**config.mk**
```make
export PLATFORM = sky130hd
export DESIGN_NAME = seq_div_flat
export DESIGN_NICKNAME = d
export VERILOG_FILES = /design/src/rtl/alu_pkg.sv /design/src/rtl/seq_div_if.sv /design/src/rtl/div_step.sv /design/src/rtl/seq_div.sv /design/src/flat_wrapper.sv
export SDC_FILE = /design/constraint.sdc
export NUM_CORES = 1
export LEC_CHECK = 0
export CORE_ASPECT_RATIO = 1.5
export CORE_MARGIN = 4
export CORE_UTILIZATION = 30
export CTS_CLUSTER_SIZE = 12
export DETAILED_ROUTE_END_ITERATION = 12
export GPL_TIMING_DRIVEN = 1
export PLACE_DENSITY = 0.46
export SLEW_MARGIN = 20
export SYNTH_ARGS = -nofsm -noshare
export SYNTH_HDL_FRONTEND = slang
export SYNTH_HIERARCHICAL = 1
export SYNTH_SLANG_ARGS = --single-unit
```
**constraint.sdc**
```tcl
create_clock -name clk -period 2.6 [get_ports clk]
set_input_delay 0.39 -clock clk [delete_from_list [all_inputs] [get_ports clk]]
set_output_delay 0.39 -clock clk [all_outputs]
set_load 0.05 [all_outputs]
```
**src/rtl/alu_pkg.sv**
```systemverilog
// Shared ALU package: datapath widths, divider state encoding and ALU opcodes.
// Used by the combinational ALU, its controller and the sequential divider.
package alu_pkg;

  localparam int DIV_NW = 8;
  localparam int DIV_DW = 4;

  typedef enum logic [1:0] {
    IDLE = 2'd0,
    RUN  = 2'd1,
    DONE = 2'd2
  } div_state_e;

  // OP_DIV is reserved so the controller can route a divide to seq_div.
  localparam logic [3:0] OP_ADD   = 4'h0;
  localparam logic [3:0] OP_SUB   = 4'h1;
  localparam logic [3:0] OP_AND   = 4'h2;
  localparam logic [3:0] OP_OR    = 4'h3;
  localparam logic [3:0] OP_XOR   = 4'h4;
  localparam logic [3:0] OP_MULT2 = 4'h5;
  localparam logic [3:0] OP_DIV   = 4'h6;

  function automatic int cnt_width(input int iterations);
    return $clog2(iterations + 1);
  endfunction

endpackage

```
**src/rtl/seq_div_if.sv**
```systemverilog
// Start/done handshake and operand/result bus between the controller and seq_div.
interface seq_div_if import alu_pkg::*; #(
  parameter int NW = DIV_NW,
  parameter int DW = DIV_DW
);

  logic          start;
  logic [NW-1:0] dividend;
  logic [DW-1:0] divisor;
  logic          busy;
  logic          done;
  logic [NW-1:0] quotient;
  logic [DW-1:0] remainder;
  logic          div_by_zero;

  modport master (
    output start, dividend, divisor,
    input  busy, done, quotient, remainder, div_by_zero
  );

  modport slave (
    input  start, dividend, divisor,
    output busy, done, quotient, remainder, div_by_zero
  );

endinterface

```
**src/rtl/div_step.sv**
```systemverilog
// One combinational restoring-division step: shift the next dividend bit into
// the partial remainder, subtract the divisor if it fits, emit one quotient bit.
module div_step import alu_pkg::*; #(
  parameter int NW = DIV_NW,
  parameter int DW = DIV_DW
) (
  input  logic [DW:0]   p,
  input  logic [NW-1:0] q,
  input  logic [DW-1:0] divisor,
  output logic [DW:0]   p_next,
  output logic [NW-1:0] q_next
);

  logic [DW:0] shifted;
  logic        fits;
  logic        unused_p_msb;

  // The MSB of P is always shifted out, so only P[DW-1:0] carries information.
  assign unused_p_msb = p[DW];

  assign shifted = {p[DW-1:0], q[NW-1]};
  assign fits    = (shifted >= {1'b0, divisor});
  assign p_next  = fits ? (shifted - {1'b0, divisor}) : shifted;
  assign q_next  = {q[NW-2:0], fits};

endmodule

```
**src/rtl/seq_div.sv**
```systemverilog
// Sequential restoring divider, one quotient bit per clock, start/done handshake.
// Optional DIV_ZERO_SHORTCUT_EN: a zero divisor skips iteration and flags div_by_zero.
module seq_div import alu_pkg::*; #(
  parameter int NW = DIV_NW,
  parameter int DW = DIV_DW
) (
  input  logic     clk,
  input  logic     rst,
  seq_div_if.slave bus
);

  localparam int CW = cnt_width(NW);

  div_state_e    state;
  div_state_e    state_next;
  logic [CW-1:0] cnt;
  logic [DW:0]   p_reg;
  logic [DW:0]   p_step;
  logic [NW-1:0] q_reg;
  logic [NW-1:0] q_step;
  logic [DW-1:0] dvs_reg;
  logic [NW-1:0] quot_reg;
  logic [DW-1:0] rem_reg;
  logic          dbz_reg;
  logic          accept;
  logic          finish;
  logic          zero_div;

  div_step #(
    .NW(NW),
    .DW(DW)
  ) u_step (
    .p       (p_reg),
    .q       (q_reg),
    .divisor (dvs_reg),
    .p_next  (p_step),
    .q_next  (q_step)
  );

`ifdef DIV_ZERO_SHORTCUT_EN
  assign zero_div = (bus.divisor == '0);
`else
  assign zero_div = 1'b0;
`endif

  always_ff @(posedge clk) begin
    if (rst) begin
      state <= IDLE;
    end else begin
      state <= state_next;
    end
  end

  // A new start is honoured in DONE as well as IDLE, giving back-to-back operation.
  always_comb begin
    state_next = state;
    accept     = 1'b0;
    finish     = 1'b0;
    unique case (state)
      IDLE, DONE: begin
        if (bus.start) begin
          accept     = 1'b1;
          state_next = zero_div ? DONE : RUN;
        end else begin
          state_next = IDLE;
        end
      end
      RUN: begin
        if (cnt == CW'(1)) begin
          finish     = 1'b1;
          state_next = DONE;
        end
      end
      default: state_next = IDLE;
    endcase
  end

  always_ff @(posedge clk) begin
    if (rst) begin
      cnt      <= '0;
      p_reg    <= '0;
      q_reg    <= '0;
      dvs_reg  <= '0;
      quot_reg <= '0;
      rem_reg  <= '0;
      dbz_reg  <= 1'b0;
    end else begin
      dbz_reg <= 1'b0;
      if (accept) begin
        dvs_reg <= bus.divisor;
        q_reg   <= bus.dividend;
        p_reg   <= '0;
        if (zero_div) begin
          cnt      <= '0;
          quot_reg <= '1;
          rem_reg  <= bus.dividend[DW-1:0];
          dbz_reg  <= 1'b1;
        end else begin
          cnt <= CW'(NW);
        end
      end else if (state == RUN) begin
        p_reg <= p_step;
        q_reg <= q_step;
        cnt   <= cnt - CW'(1);
        // Results are published only on the final step so they hold across the next run.
        if (finish) begin
          quot_reg <= q_step;
          rem_reg  <= p_step[DW-1:0];
        end
      end
    end
  end

  assign bus.busy        = (state == RUN);
  assign bus.done        = (state == DONE);
  assign bus.quotient    = quot_reg;
  assign bus.remainder   = rem_reg;
  assign bus.div_by_zero = dbz_reg;

endmodule

```
**src/flat_wrapper.sv**
```systemverilog
// flat-port wrapper written by rule: the top's interface ports become plain ports
module seq_div_flat import alu_pkg::*;
#(
  parameter int NW = DIV_NW,
  parameter int DW = DIV_DW
)
  (clk, rst, bus_start, bus_dividend, bus_divisor, bus_busy, bus_done, bus_quotient, bus_remainder, bus_div_by_zero);
  seq_div_if #(.NW(NW), .DW(DW)) bus_i ();
  input  logic clk;
  input  logic rst;
  input wire logic [$bits(bus_i.start)-1:0] bus_start;
  input wire logic [$bits(bus_i.dividend)-1:0] bus_dividend;
  input wire logic [$bits(bus_i.divisor)-1:0] bus_divisor;
  output wire logic [$bits(bus_i.busy)-1:0] bus_busy;
  output wire logic [$bits(bus_i.done)-1:0] bus_done;
  output wire logic [$bits(bus_i.quotient)-1:0] bus_quotient;
  output wire logic [$bits(bus_i.remainder)-1:0] bus_remainder;
  output wire logic [$bits(bus_i.div_by_zero)-1:0] bus_div_by_zero;
  assign bus_i.start = bus_start;
  assign bus_i.dividend = bus_dividend;
  assign bus_i.divisor = bus_divisor;
  assign bus_busy = bus_i.busy;
  assign bus_done = bus_i.done;
  assign bus_quotient = bus_i.quotient;
  assign bus_remainder = bus_i.remainder;
  assign bus_div_by_zero = bus_i.div_by_zero;
  seq_div #(.NW(NW), .DW(DW)) u_core (.clk(clk), .rst(rst), .bus(bus_i));
endmodule
```
=== After elaboration in Yosys (flattened, before gate mapping) ===
Index checks and enable logic that the tools add are counted.

* Output and inout bits: 15
* Register bits after elaboration: 34

* $add $sub $neg: 2
* Muxes and demuxes: 12
* Bitwise operators: 1
* $lt $le $gt $ge: 1
* Equal/unequal tests: 4
* Reduce and logical (&&, ||, !) cells: 5

{| class="wikitable"
|+ Operators by type and width
! operator !! count
|-
| 8-bit two-way mux || 2
|-
| 4-bit two-way mux || 3
|-
| 5-bit by 4-bit greater-or-equal comparator with 1-bit output || 1
|-
| 1-bit two-way mux || 5
|-
| 4-bit by 1-bit == test with 1-bit output, second input constant || 1
|-
| 2-bit one-hot mux with 2 select lines || 1
|-
| 2-bit OR reduction || 2
|-
| 4-bit by 1-bit subtractor with 4-bit output, second input constant || 1
|-
| 4-bit subtractor || 1
|-
| 3-bit AND reduction || 1
|-
| 2-bit by 1-bit == test with 1-bit output, second input constant || 1
|-
| 2-bit == test, second input constant || 1
|-
| 2-bit logical NOT || 1
|-
| 2-bit two-way mux || 1
|-
| 2-bit by 1-bit != test with 1-bit output, second input constant || 1
|-
| 2-bit nonzero test || 1
|-
| 1-bit NOT || 1
|}

=== Longest topological paths before layout ===
* Word-level depth: 5
* Gate-level depth with buffers: 10

=== By module ===
Netlist, hierarchy kept.

{| class="wikitable"
|+ Modules (own cells, without submodules)
! module !! cells each !! sequential area each (um^2) !! area an instance (um^2) !! times used
|-
| seq_div || 176 || 700.7 || 1,413.9 || 1
|-
| div_step || 43 || 0.0 || 307.8 || 1
|}

=== Worst setup path after synthesis ===
No wires, ideal clock.

* Path kind: register -> register
* Start: reg u_core.dvs_reg[2]
* End: reg u_core.rem_reg[0], in the netlist u_core/bus.remainder[0]
* Cell stages (with the launch flop): 10
* Path buffers: 0
* Arrival: 1.759 ns
* Path slack: 0.771 ns
* Period minus slack after synthesis: 1.829 ns
* Path through: dfxtp_1 > inv_1 > ha_1 > nand4_1 > nand2_2 > nor2_4 > mux2i_1 > inv_1 > or3_1 > a21oi_1

* Word-level cells in the longest chain between the ends: 2

{| class="wikitable"
|+ RTL lines
! what !! RTL line !! RTL
|-
| from (decl) || seq_div.sv:21 || <nowiki>logic [DW-1:0] dvs_reg;</nowiki>
|-
| from (signal assigned) || seq_div.sv:90 || <nowiki>dvs_reg <= bus.divisor;</nowiki>
|-
| 5-bit by 4-bit greater-or-equal comparator with 1-bit output || div_step.sv:22 || <nowiki>assign fits = (shifted >= {1'b0, divisor});</nowiki>
|-
| 4-bit two-way mux || div_step.sv:23 || <nowiki>assign p_next = fits ? (shifted - {1'b0, divisor}) : shifted;</nowiki>
|-
| named net u_core.p_step[0] || seq_div.sv:18 || <nowiki>logic [DW:0] p_step;</nowiki>
|-
| to (signal assigned) || seq_div.sv:96 || <nowiki>rem_reg <= bus.dividend[DW-1:0];</nowiki>
|-
| to (signal assigned) || seq_div.sv:108 || <nowiki>rem_reg <= p_step[DW-1:0];</nowiki>
|-
| to (decl) || seq_div.sv:23 || <nowiki>logic [DW-1:0] rem_reg;</nowiki>
|}

The timed path passes the listed nets, and every way through them passes these cells.
A chain may end at the register's enable or synchronous reset.

=== Worst setup path in the final report ===
* Start: reg u_core.dvs_reg[2]
* End: reg u_core.rem_reg[1], in the netlist u_core/bus.remainder[1]

Same word-level chain as after synthesis.

==> metrics list <==
- Once detail routing completed, the nets flagged for antenna violations numbered 0.
- Synthesized area: 1660 um2
* Nets: 247
- Die area: 6790 um2
- The total overflow left after global routing is 0.
* Vias per cell: 4.71
- Slew of the pin with the lowest slew margin: 0.755 ns
* CTS Root Buffer Type: clkbuf_8
- Number of global-route vias before repair: 1,366
* Clock latency on the worst-skew pair: 0.28 ns
- Per-instance average area after synthesis: 7.96 um2
- In this design, the critical path's most frequently occurring cell is inv_1.
- The first TritonRoute pass finished after 4 iterations.
- Clock network power share: 32.7%
- The total count of hold-check failures in the final report came to 0.
* Path category of the worst min-delay check: flip-flop to flip-flop
* Total area of multi-input combinational cells: 767 um2
* F_max: 0.501 GHz
* Mapped Nets: 230
* Core utilization of the finished layout: 38.5%
- Run status: finished, final reports clean
- Critical path cell sequence: inv_1 > ha_1 > nand4_1 > nand2_2 > nor2_4 > mux2i_1 > inv_1 > or3_1 > a21oi_1
- Pins over their slew limit: 0
- For this design the total switching power over the nets is 353 uW.
- Reported leakage power: 0.000728 uW
- From synthesis to final layout, the design area changed by 21.9%.
- In this run the core area contains 32 standard-cell rows.
- Worst voltage drop across the vdd grid: 0.275 mV
- Setup repair after global routing left no endpoint under its margin.
- The tree built by TritonCTS fans out to 34 sinks.
- Cells resized by post-CTS repair: 0
- The congestion estimate from routability-driven global placement came to 0.818.
- Number of port buffers: 28
- The worst setup path is captured at a flip-flop.
* Tmin final: 2.00 ns
- Filler cell count in the final layout: 584
- Maximum capacitance violations: 0
- Buffer and inverter count on the worst path: 2
* Minimum setup slack among reg-to-reg paths: 0.60 ns
- The slowest stage of the critical path belongs to the cell or3_1.
- In this run, the number of DRC markers left after iteration 0 of detailed routing was 66.
- In the finished design, the share of the clock period the worst path needs comes to 76.8%.
* Antenna violations before repair: 0
* Layout Skew: 0.00737 ns
* Area of the core: 5250 um2
- The worst hold path passes through 2 cells.
- Maximum clock insertion buffer count: 2
- Sum Neg Setup Slack: 0 ns
* Hold Buf Count CTS: 0
- For hold timing, the worst endpoint is u_core/dvs_reg[2]$_SDFFE_PP0P_.
- Combinational logic burns 20.6% of the power.
- Entering global routing, the biggest net connects 41 pins.
- Slowest stage delay, CP: 0.36 ns
* Worst Path Max Fanout: 4
- Detail-routed net length per standard cell: 13.2 um
- DRC viols: 0
* First-pass GRT wire length: 6460 um
- Number of warnings printed during yosys synthesis: 6
- STA puts the critical path data arrival time at 2.20 ns.
- The final route contains 1,385 vias.
* Aggregate routed wire length: 3890 um
* Number of buffers created by CTS: 5
* Global-route usage over all layers: 12.8%
- Clock-pin slew was measured on the worst setup and hold paths at 0.07 ns.
- In this run the tightest slew margin relative to its limit is 49.6%.
- Path type of the worst setup path: flip-flop to flip-flop
* Top delay family on crit path: simple AND/OR/NAND/NOR gates
* Sw Share: 28.9%
* Sequential Area: 681 um2
- Fraction of layout cells with a size suffix above 1: 7.96%
- Cell count of the worst reg-to-reg path: 9
- Effective utilization at floorplan: 31.6%
* Setup crit start kind: flip-flop
* Count of mapped cells out of synthesis: 208
* Number of buffers inserted by post-CTS setup repair: 0
- The die is 99.0 um tall.
- CTS tree: yes
* Terminus of the critical flop-to-flop path: u_core/bus.remainder[1]$_SDFFE_PP0P_
- The die is 68.7 um wide.
* Required time of the critical path: 2.81 ns
- Detailed-placement wirelength estimate: 2690 um
- 30 I/O pins were placed.
* Clock H-tree levels: 2
- Power density normalized to cell area: 604 nW/um2
* Sequential share of power: 46.7%
- The repair_antennas step left the layout with diodes totalling 0.
- The internal power of the cells totals 867 uW.
* FF-to-FF Start: u_core/dvs_reg[2]$_SDFFE_PP0P_
- Setup-violating endpoint count in the final report: 0
- The worst hold path begins at u_core/dvs_reg[2]$_SDFFE_PP0P_.
## area by class of cell
| type | count | share of cell area, % |
|---|---|---|
| clock buffer | 7 | 4.28 |
| clock inverter | 1 | 0.248 |
| inverter | 21 | 3.91 |
| multi-input combinational | 130 | 38.0 |
| sequential | 34 | 33.7 |
| tap | 68 | 4.22 |
| timing repair buffer | 33 | 15.6 |
## worst register-to-register path, cell delays in order (launching register included)
cell and delay [ns]:
dfxtp_1 0.33, inv_1 0.04, ha_1 0.33, nand4_1 0.12, nand2_2 0.08, nor2_4 0.20
mux2i_1 0.29, inv_1 0.06, or3_1 0.36, a21oi_1 0.12
## cell usage in the layout, fill, tap and decap left out, types with 2 or more instances in the layout
cell,count
a21oi_1,23
buf_4,6
clkbuf_8,6
clkdlybuf4s50_1,27
dfxtp_1,34
ha_1,6
inv_1,20
mux2i_1,2
nand2_1,18
nand2b_1,4
nor2_1,7
nor2b_1,2
nor3_1,19
o21ai_0,13
o22ai_1,8
or3_1,14
## stage by stage
stage | hold WS, ns | instances | total power (uW) | instance area (um2) | setup WS [ns]
2_1_floorplan | 0.436 | 208 | 782 | 1660 | 0.795
3_3_place_gp | 0.444 | 286 | 836 | 1930 | 0.585
3_5_place_dp | 0.449 | 286 | 837 | 1930 | 0.588
4_1_cts | 0.459 | 294 | 1240 | 2020 | 0.572
5_1_grt | 0.479 | 294 | 1300 | 2020 | 0.401
6_report | 0.456 | 294 | 1220 | 2020 | 0.604
## how the worst max path moves through the flow
stage | startpoint | endpoint | slack, ns | cells past startpoint
2_1_floorplan | u_core/dvs_reg[2]$_SDFFE_PP0P_ | u_core/bus.remainder[0]$_SDFFE_PP0P_ | 0.80 | 9
3_3_place_gp | u_core/dvs_reg[1]$_SDFFE_PP0P_ | u_core/bus.remainder[1]$_SDFFE_PP0P_ | 0.58 | 9
3_5_place_dp | u_core/dvs_reg[1]$_SDFFE_PP0P_ | u_core/bus.remainder[1]$_SDFFE_PP0P_ | 0.59 | 9
4_1_cts | u_core/dvs_reg[2]$_SDFFE_PP0P_ | u_core/bus.remainder[1]$_SDFFE_PP0P_ | 0.57 | 9
5_1_grt | u_core/dvs_reg[3]$_SDFFE_PP0P_ | u_core/bus.remainder[1]$_SDFFE_PP0P_ | 0.40 | 9
6_report | u_core/dvs_reg[2]$_SDFFE_PP0P_ | u_core/bus.remainder[1]$_SDFFE_PP0P_ | 0.60 | 9
## metal layers
layer  vias up  GRT usage [%]  part of all wire [%]
met4         0           6.13                   2.6
met3         7           3.19                   3.7
li1        720              -                     -
met1       634           14.3                    41
met2        24           21.8                    53
met5         -              0                     0
## power by group through the flow
stage / logic (uW) / clock network, uW / registers, uW
after floorplan: 202 / 0 / 580
after global placement: 254 / 0 / 582
after detailed placement: 255 / 0 / 582
after CTS: 255 / 415 / 570
after global routing: 284 / 439 / 573
final: 251 / 399 / 570
Note: power is estimated with default switching activity, not from simulation.
